File: src/rtl/core_sequencer_if.sv
// core_sequencer_if: control/handshake bundle between the sequencer and the fetch/decode/memory datapath
interface core_sequencer_if;
  logic        start;
  logic [6:0]  opcode;
  logic        next_PC_select;
  logic        imem_ready;
  logic        dmem_ready;
  logic        imem_req;
  logic        dmem_req;
  logic        dmem_we;
  logic        ir_wEn;
  logic        pc_wEn;
  logic        rf_wEn;
  logic        pc_sel;
  logic [2:0]  state;
  logic        halted;
  logic        illegal;
  logic [31:0] cycle_count;
  logic [31:0] instret;
  modport master (
    input  start, opcode, next_PC_select, imem_ready, dmem_ready,
    output imem_req, dmem_req, dmem_we, ir_wEn, pc_wEn, rf_wEn, pc_sel,
           state, halted, illegal, cycle_count, instret
  );
  modport slave (
    output start, opcode, next_PC_select, imem_ready, dmem_ready,
    input  imem_req, dmem_req, dmem_we, ir_wEn, pc_wEn, rf_wEn, pc_sel,
           state, halted, illegal, cycle_count, instret
  );
endinterface

File: src/rtl/core_sequencer.sv
// core_sequencer: multi-cycle FETCH/DECODE/EXECUTE/MEM/WB control FSM with sticky illegal flag and perf counters
module core_sequencer #(
  parameter int ADDRESS_BITS = 16
) (
  input  logic             clock,
  input  logic             reset,
  core_sequencer_if.master bus
);
  if (ADDRESS_BITS < 1) begin : g_addr_chk
    $error("ADDRESS_BITS must be positive");
  end
  typedef enum logic [2:0] {IDLE, FETCH, DECODE, EXECUTE, MEM, WB, HALT, BAD} state_t;
  localparam logic [6:0] OP_ALU    = 7'b0110011;
  localparam logic [6:0] OP_ALUI   = 7'b0010011;
  localparam logic [6:0] OP_LOAD   = 7'b0000011;
  localparam logic [6:0] OP_STORE  = 7'b0100011;
  localparam logic [6:0] OP_BRANCH = 7'b1100011;
  localparam logic [6:0] OP_JAL    = 7'b1101111;
  localparam logic [6:0] OP_JALR   = 7'b1100111;
  localparam logic [6:0] OP_AUIPC  = 7'b0010111;
  localparam logic [6:0] OP_LUI    = 7'b0110111;
  localparam logic [6:0] OP_SYSTEM = 7'b1110011;
  state_t      state_q, state_d;
  logic [6:0]  opcode_q, opcode_d;
  logic        illegal_q, illegal_d;
  logic [31:0] cycle_count_q, cycle_count_d;
  logic [31:0] instret_q, instret_d;
  logic        legal;
  assign legal = bus.opcode inside {OP_ALU, OP_ALUI, OP_LOAD, OP_STORE, OP_BRANCH,
                                    OP_JAL, OP_JALR, OP_AUIPC, OP_LUI};
  always_comb begin
    state_d       = state_q;
    opcode_d      = opcode_q;
    illegal_d     = illegal_q;
    cycle_count_d = cycle_count_q + {31'b0, (state_q != IDLE) && (state_q != HALT)};
    instret_d     = instret_q + {31'b0, state_q == WB};
    unique case (state_q)
      IDLE:    state_d = bus.start ? FETCH : IDLE;
      FETCH:   state_d = bus.imem_ready ? DECODE : FETCH;
      DECODE: begin
        opcode_d  = bus.opcode;
        state_d   = legal ? EXECUTE : HALT;
        illegal_d = illegal_q | (!legal && bus.opcode != OP_SYSTEM);
      end
      EXECUTE: state_d = (opcode_q == OP_LOAD || opcode_q == OP_STORE) ? MEM : WB;
      MEM:     state_d = bus.dmem_ready ? WB : MEM;
      WB:      state_d = FETCH;
      HALT:    state_d = HALT;
      BAD:     state_d = IDLE;
    endcase
  end
  always_ff @(posedge clock) begin
    if (!reset) begin
      state_q       <= IDLE;
      opcode_q      <= '0;
      illegal_q     <= 1'b0;
      cycle_count_q <= '0;
      instret_q     <= '0;
    end else begin
      state_q       <= state_d;
      opcode_q      <= opcode_d;
      illegal_q     <= illegal_d;
      cycle_count_q <= cycle_count_d;
      instret_q     <= instret_d;
    end
  end
  // Strobes, state and halted are held at zero while reset is asserted, even before the edge lands.
  assign bus.imem_req    = reset && state_q == FETCH;
  assign bus.ir_wEn      = bus.imem_req && bus.imem_ready;
  assign bus.dmem_req    = reset && state_q == MEM;
  assign bus.dmem_we     = bus.dmem_req && opcode_q == OP_STORE;
  assign bus.pc_wEn      = reset && state_q == WB;
  assign bus.pc_sel      = bus.pc_wEn && bus.next_PC_select;
  assign bus.rf_wEn      = bus.pc_wEn && opcode_q != OP_STORE && opcode_q != OP_BRANCH;
  assign bus.state       = reset ? state_q : IDLE;
  assign bus.halted      = reset && state_q == HALT;
  assign bus.illegal     = illegal_q;
  assign bus.cycle_count = cycle_count_q;
  assign bus.instret     = instret_q;
endmodule
File: src/flat_wrapper.sv
// flat-port wrapper written by rule: the top's interface ports become plain ports
module core_sequencer_flat 
#(
  parameter int ADDRESS_BITS = 16
)
  (clock, reset, bus_start, bus_opcode, bus_next_PC_select, bus_imem_ready, bus_dmem_ready, bus_imem_req, bus_dmem_req, bus_dmem_we, bus_ir_wEn, bus_pc_wEn, bus_rf_wEn, bus_pc_sel, bus_state, bus_halted, bus_illegal, bus_cycle_count, bus_instret);
  core_sequencer_if bus_i ();
  input  logic clock;
  input  logic reset;
  input wire logic [$bits(bus_i.start)-1:0] bus_start;
  input wire logic [$bits(bus_i.opcode)-1:0] bus_opcode;
  input wire logic [$bits(bus_i.next_PC_select)-1:0] bus_next_PC_select;
  input wire logic [$bits(bus_i.imem_ready)-1:0] bus_imem_ready;
  input wire logic [$bits(bus_i.dmem_ready)-1:0] bus_dmem_ready;
  output wire logic [$bits(bus_i.imem_req)-1:0] bus_imem_req;
  output wire logic [$bits(bus_i.dmem_req)-1:0] bus_dmem_req;
  output wire logic [$bits(bus_i.dmem_we)-1:0] bus_dmem_we;
  output wire logic [$bits(bus_i.ir_wEn)-1:0] bus_ir_wEn;
  output wire logic [$bits(bus_i.pc_wEn)-1:0] bus_pc_wEn;
  output wire logic [$bits(bus_i.rf_wEn)-1:0] bus_rf_wEn;
  output wire logic [$bits(bus_i.pc_sel)-1:0] bus_pc_sel;
  output wire logic [$bits(bus_i.state)-1:0] bus_state;
  output wire logic [$bits(bus_i.halted)-1:0] bus_halted;
  output wire logic [$bits(bus_i.illegal)-1:0] bus_illegal;
  output wire logic [$bits(bus_i.cycle_count)-1:0] bus_cycle_count;
  output wire logic [$bits(bus_i.instret)-1:0] bus_instret;
  assign bus_i.start = bus_start;
  assign bus_i.opcode = bus_opcode;
  assign bus_i.next_PC_select = bus_next_PC_select;
  assign bus_i.imem_ready = bus_imem_ready;
  assign bus_i.dmem_ready = bus_dmem_ready;
  assign bus_imem_req = bus_i.imem_req;
  assign bus_dmem_req = bus_i.dmem_req;
  assign bus_dmem_we = bus_i.dmem_we;
  assign bus_ir_wEn = bus_i.ir_wEn;
  assign bus_pc_wEn = bus_i.pc_wEn;
  assign bus_rf_wEn = bus_i.rf_wEn;
  assign bus_pc_sel = bus_i.pc_sel;
  assign bus_state = bus_i.state;
  assign bus_halted = bus_i.halted;
  assign bus_illegal = bus_i.illegal;
  assign bus_cycle_count = bus_i.cycle_count;
  assign bus_instret = bus_i.instret;
  core_sequencer #(.ADDRESS_BITS(ADDRESS_BITS)) u_core (.clock(clock), .reset(reset), .bus(bus_i));
endmodule
File: config.mk
export PLATFORM = sky130hd
export DESIGN_NAME = core_sequencer_flat
export DESIGN_NICKNAME = d
export VERILOG_FILES = /design/src/rtl/core_sequencer_if.sv /design/src/rtl/core_sequencer.sv /design/src/flat_wrapper.sv
export SDC_FILE = /design/constraint.sdc
export NUM_CORES = 1
export LEC_CHECK = 0
export ABC_AREA = 1
export BUFFER_PORTS_ARGS = -buffer_cell sky130_fd_sc_hd__buf_2
export CAP_MARGIN = 20
export CELL_PAD_IN_SITES_DETAIL_PLACEMENT = 1
export CELL_PAD_IN_SITES_GLOBAL_PLACEMENT = 1
export CORE_ASPECT_RATIO = 2
export CORE_MARGIN = 5
export CORE_UTILIZATION = 34
export DETAILED_ROUTE_END_ITERATION = 6
export PLACE_DENSITY_LB_ADDON = 0.1
export SLEW_MARGIN = 20
export SYNTH_ARGS = -nofsm -noshare
export SYNTH_HDL_FRONTEND = slang
export SYNTH_SLANG_ARGS = --single-unit
File: constraint.sdc
create_clock -name clock -period 1.8 [get_ports clock]
set_input_delay 0.18 -clock clock [delete_from_list [all_inputs] [get_ports clock]]
set_output_delay 0.18 -clock clock [all_outputs]
set_load 0.03 [all_outputs]
; ---- Yosys cells after proc, flatten, opt, wreduce, memory -nomap -nowiden
; Index checks and enable logic that the tools add are counted.
[word_totals]
output_inout_bits = 76
register_bits = 75
input_bits = 13
[classes]
n_bitwise = 1
eq_ne = 22
add_sub_neg = 2
n_reduce_logical = 16
n_mux = 7
[ops]
columns = op, count
row1 = $add A32 B1 Y32, 2
row2 = $eq A7 B6 Y1 const B, 4
row3 = $pmux W3 S8, 1
row4 = $eq A7 B7 Y1 const B, 3
row5 = $eq A7 B2 Y1 const B, 2
row6 = $eq A7 B5 Y1 const B, 2
row7 = $ne A7 B7 Y1 const B, 2
row8 = $eq A3 B3 Y1 const B, 4
row9 = $logic_and A1 B1 Y1, 11
row10 = $reduce_bool A9 Y1, 1
row11 = $ne A7 B6 Y1 const B, 1
row12 = $eq A3 B2 Y1 const B, 2
row13 = $mux W3, 2
row14 = $eq A3 B1 Y1 const B, 1
row15 = $logic_not A3 Y1, 1
row16 = $mux W1, 3
row17 = $ne A3 B3 Y1 const B, 1
row18 = $reduce_bool A3 Y1, 1
row19 = $mux W2, 1
row20 = $logic_not A1 Y1, 1
row21 = $logic_or A1 B1 Y1, 1
row22 = $or A1 B1 Y1, 1

; ---- Longest topological paths before layout
[depth]
word_depth = 5
mapped_depth = 13
ltp_nobuf = 12

; ---- Least setup slack after synthesis
; OpenSTA, ideal clock, no wires.
[synth_path]
kind = register to register
from = register u_core.state_q[2]
to = register u_core.cycle_count_q[16], in the netlist u_core.bus.cycle_count[16]
slack_ps = -188
path_buffers = 1
stages_incl_launch_ff = 13
setup_time_ps = 128
arrival_time_ps = 1861
path_cell_list = dfxtp_1 -> clkbuf_1 -> inv_1 -> nand3_1 -> o21ai_0 -> inv_1 -> ha_1 -> ha_1 -> nand3_1 -> nor3_2 -> nand3_1 -> xor2_1 -> nor2_1
[synth_between]
elab_chain_len = 3
[synth_rtl]
columns = element, line_no
row1 = start: declaration, core_sequencer.sv:23  ; state_t state_q, state_d;
row2 = start signal: assignment, core_sequencer.sv:60  ; state_q <= state_d;
row3 = $ne A3 B3 Y1 or $reduce_bool A3 Y1 (tied branches), core_sequencer.sv:35  ; cycle_count_d = cycle_count_q + {31'b0, (state_q != IDLE) && (state_q != HALT)};
row4 = $logic_and A1 B1 Y1 *, core_sequencer.sv:35
row5 = $add A32 B1 Y32 *, core_sequencer.sv:35
row6 = end signal: assignment, core_sequencer.sv:63  ; cycle_count_q <= cycle_count_d;
row7 = end: declaration, core_sequencer.sv:26  ; logic [31:0] cycle_count_q, cycle_count_d;
; Every way passes the cells marked *; elsewhere a longest branch is shown, timed or not.
; A chain may end at the register's enable or synchronous reset.

; ---- Final worst setup path
[layout_path]
from = register u_core.state_q[0]
to = register u_core.cycle_count_q[24], in the netlist u_core.bus.cycle_count[24]
; Same word-level chain as after synthesis.

==> metrics.txt <==
placed insts=896; Synth-to-Final Area Change=33.5%; Synth Area in Compound Gates=9.73%; Seq cells post-synth=between 70 and 80; Pins Over Slew Limit=0; Core ar.=around 0.012 sq mm; largest net degree at the start of global routing=45; Antenna Nets Post-Route=0; Worst-Margin Slew=about 0.53 ns; Setup TNS=0 ns; nets=about 790; Setup violations, final=0; CTS root buffer=clkbuf_16; largest family of logic cells by synthesized area=simple AND/OR/NAND/NOR gates; number of global-route vias before repair=4,950; via count=4,612; # fillers=1,600; RSZ-0062 raised after global routing=true; DR iter-0 viols=130; Worst Path Class, Setup=flop to flop; syn_nets=660; adder-cell share of the synthesized area=1.22%; Register Area=0.00151 sq mm; final instance count without filler cells=919; IO Pins=89; number of library cell types mapped by synthesis=29; commonest cells in the netlist=nand2_1 (178), nor2_1 (97), inv_1 (83); clock latency on the worst-skew pair=0.33 ns; top-count cell post-synth=nand2_1; number of synthesized flops with an enable pin=0; GRT Util Overall=21.3%; Clock Skews=between 0.008 and 0.009 ns; multi-input logic area=0.00239 sq mm; simple-gate share of the synthesized area=between 40% and 50%; Startpoint Class=flop; worst endpoint required time=1.99 ns; Die H=about 170 um; Initial Utilization=34.7%; Ys Warns=0; post-synth top area share=between 30% and 40%; top post-synthesis cells by area=dfxtp_1 (37%), nand2_1 (16%), nor2_1 (8.9%), inv_1 (7.6%), a21oi_1 (6.1%); xor/xnor share of the synthesized area=under 10%; Lkg Pwr=approximately 0.0021 uW; Max VDD drop=0.404 mV; final worst path period share=95.9%; Max-Cap Viols=0; register clock-pin slew on the reported worst setup and hold paths=0.06 ns; worst path arrival time=1.91 ns; Chip Width=87.5 um; Mapped Cells=643; Die ar.=0.0144 sq mm; Slew HR=64.6%; routability cong.=0.901; n_diodes=0; WHS=0.0925 ns; Vias/cell=between 5 and 6; post-cts hold buffer count=0; Main synth FF type=dfxtp_1; synthesized cell area=just over 0.004 sq mm; H-tree depth=3; maximum clock rate=about 580 MHz; minimum clock period=between 1.5 and 2 ns; # rows=between 50 and 60; post-synth top area cell=dfxtp_1; run status=completed; share of layout cells above drive strength 1=26.0%; PD cells=795 mW/mm^2; Post-Syn Area per Cell=6.36 sq um; placed instance area=0.00492 sq mm; Hold Vio Cnt, Final=0; Post-DP HPWL=around 12,000 um; CTS Buf Count=9; I/O Buffers=88; CP Capture Type=flop; clk buf depth=2; CTS tree=yes; grt ovf=0; total clock sinks=75; final wirelength=between 15,000 and 20,000 um; initial antenna violation count=0; Wirelength per Cell=16.5 um; worst hold path type=primary input to flop; DRC violations left=0; Final Cell Area=0.00546 sq mm; first-pass GRT wire length=23,600 um; mux contribution to synthesized area=0%; first-pass detailed-route iteration total=4; fraction of the yosys area taken by sequential cells=36.7%; post-synthesis async set-or-reset flop share=0%; crit-path max FO=5
[logic make-up after synthesis]
logic type      Yosys count
compound gates           79
xor+xnor                 12
fa+ha+maj                 4
buf+inv                  97
flops                    75
simple gates            376
[flip-flops by register name, indices dropped and copies added, names as in the netlist]
signal,cells
u_core.bus.illegal,1
u_core.opcode_q,7
u_core.bus.cycle_count,32
u_core.bus.instret,32
u_core.state_q,3
[layout make-up]
class	instances	share of cell area [%]
clock buffers	12	4.52
clock inverters	4	1.35
inverters	87	6.12
multi-input cells	471	43.8
flip-flops and latches	75	27.7
well taps	145	3.33
repair buffers	125	13.2
[report_power, final]
part	switching [uW]	total, uW	internal, uW
Sequential	63.4	1790	1730
Clock	712	1970	1250
Combinational	351	580	229
Total	1130	4340	3210
[repair_timing]
action / CTS / global route
pin swaps: 6 / 9
buffers inserted: 2 / 5
setup endpoints to repair: 22 / 38
gates resized for setup: 16 / 27
[path summary, 6_finish.rpt]
check / startpoint / endpoint / slack (ns) / depth (start not counted)
setup / recovery: u_core.state_q[0]$_SDFF_PN0_ / u_core.bus.cycle_count[24]$_SDFF_PN0_ / 0.07 / 12
hold / removal: bus_opcode[1] / u_core.opcode_q[1]$_SDFFE_PN0P_ / 0.09 / 3
setup reg to reg: u_core.state_q[0]$_SDFF_PN0_ / u_core.bus.cycle_count[24]$_SDFF_PN0_ / 0.07 / 12
hold reg to reg: u_core.bus.illegal$_SDFFE_PN0P_ / u_core.bus.illegal$_SDFFE_PN0P_ / 0.45 / 2
[routing by layer]
layer / part of all wire (%) / global-route usage [%]
met1: 34 / 18.9
met2: 58 / 42.9
met3: 2.4 / 2.48
met4: 5.7 / 13.0
met5: 0 / 0
[stage by stage]
step	power (uW)	setup WS [ns]	util, %
floorplan	2110	-0.0249	-
finish	4340	0.0734	46.3
global placement	2290	0.0169	41.8
global route	4530	-0.0587	46.3
detailed placement	2310	-0.124	41.8
CTS	4330	-0.0178	45.1
[worst max-delay path, stage by stage, from the launching register on]
cell and delay, ns:
dfxtp_4 0.37, inv_4 0.05, nand3_4 0.07, o21ai_2 0.06, inv_2 0.06, ha_4 0.15, ha_4 0.17, nand3_4 0.10
nor3_4 0.26, buf_6 0.14, nand2_2 0.04, nand2_1 0.06, a21oi_1 0.06
[layout by cell type (no fill, tap or decap), drive strengths merged]
master	Yosys	routed
xnor2	4	4
a31oi	1	1
a21oi	50	50
xor2	8	8
clkbuf	8	12
o21ai	27	27
clkinv	0	2
buf	2	125
dfxtp	75	75
nor3	23	23
nor3b	1	1
inv	87	87
o22ai	1	1
nor2	113	113
or2	3	3
bufinv	0	2
ha	4	4
nor4	2	2
nand3	36	36
nand4	10	10
nand2	183	183
nand3b	5	5
Note: power is estimated with default switching activity, not from simulation.
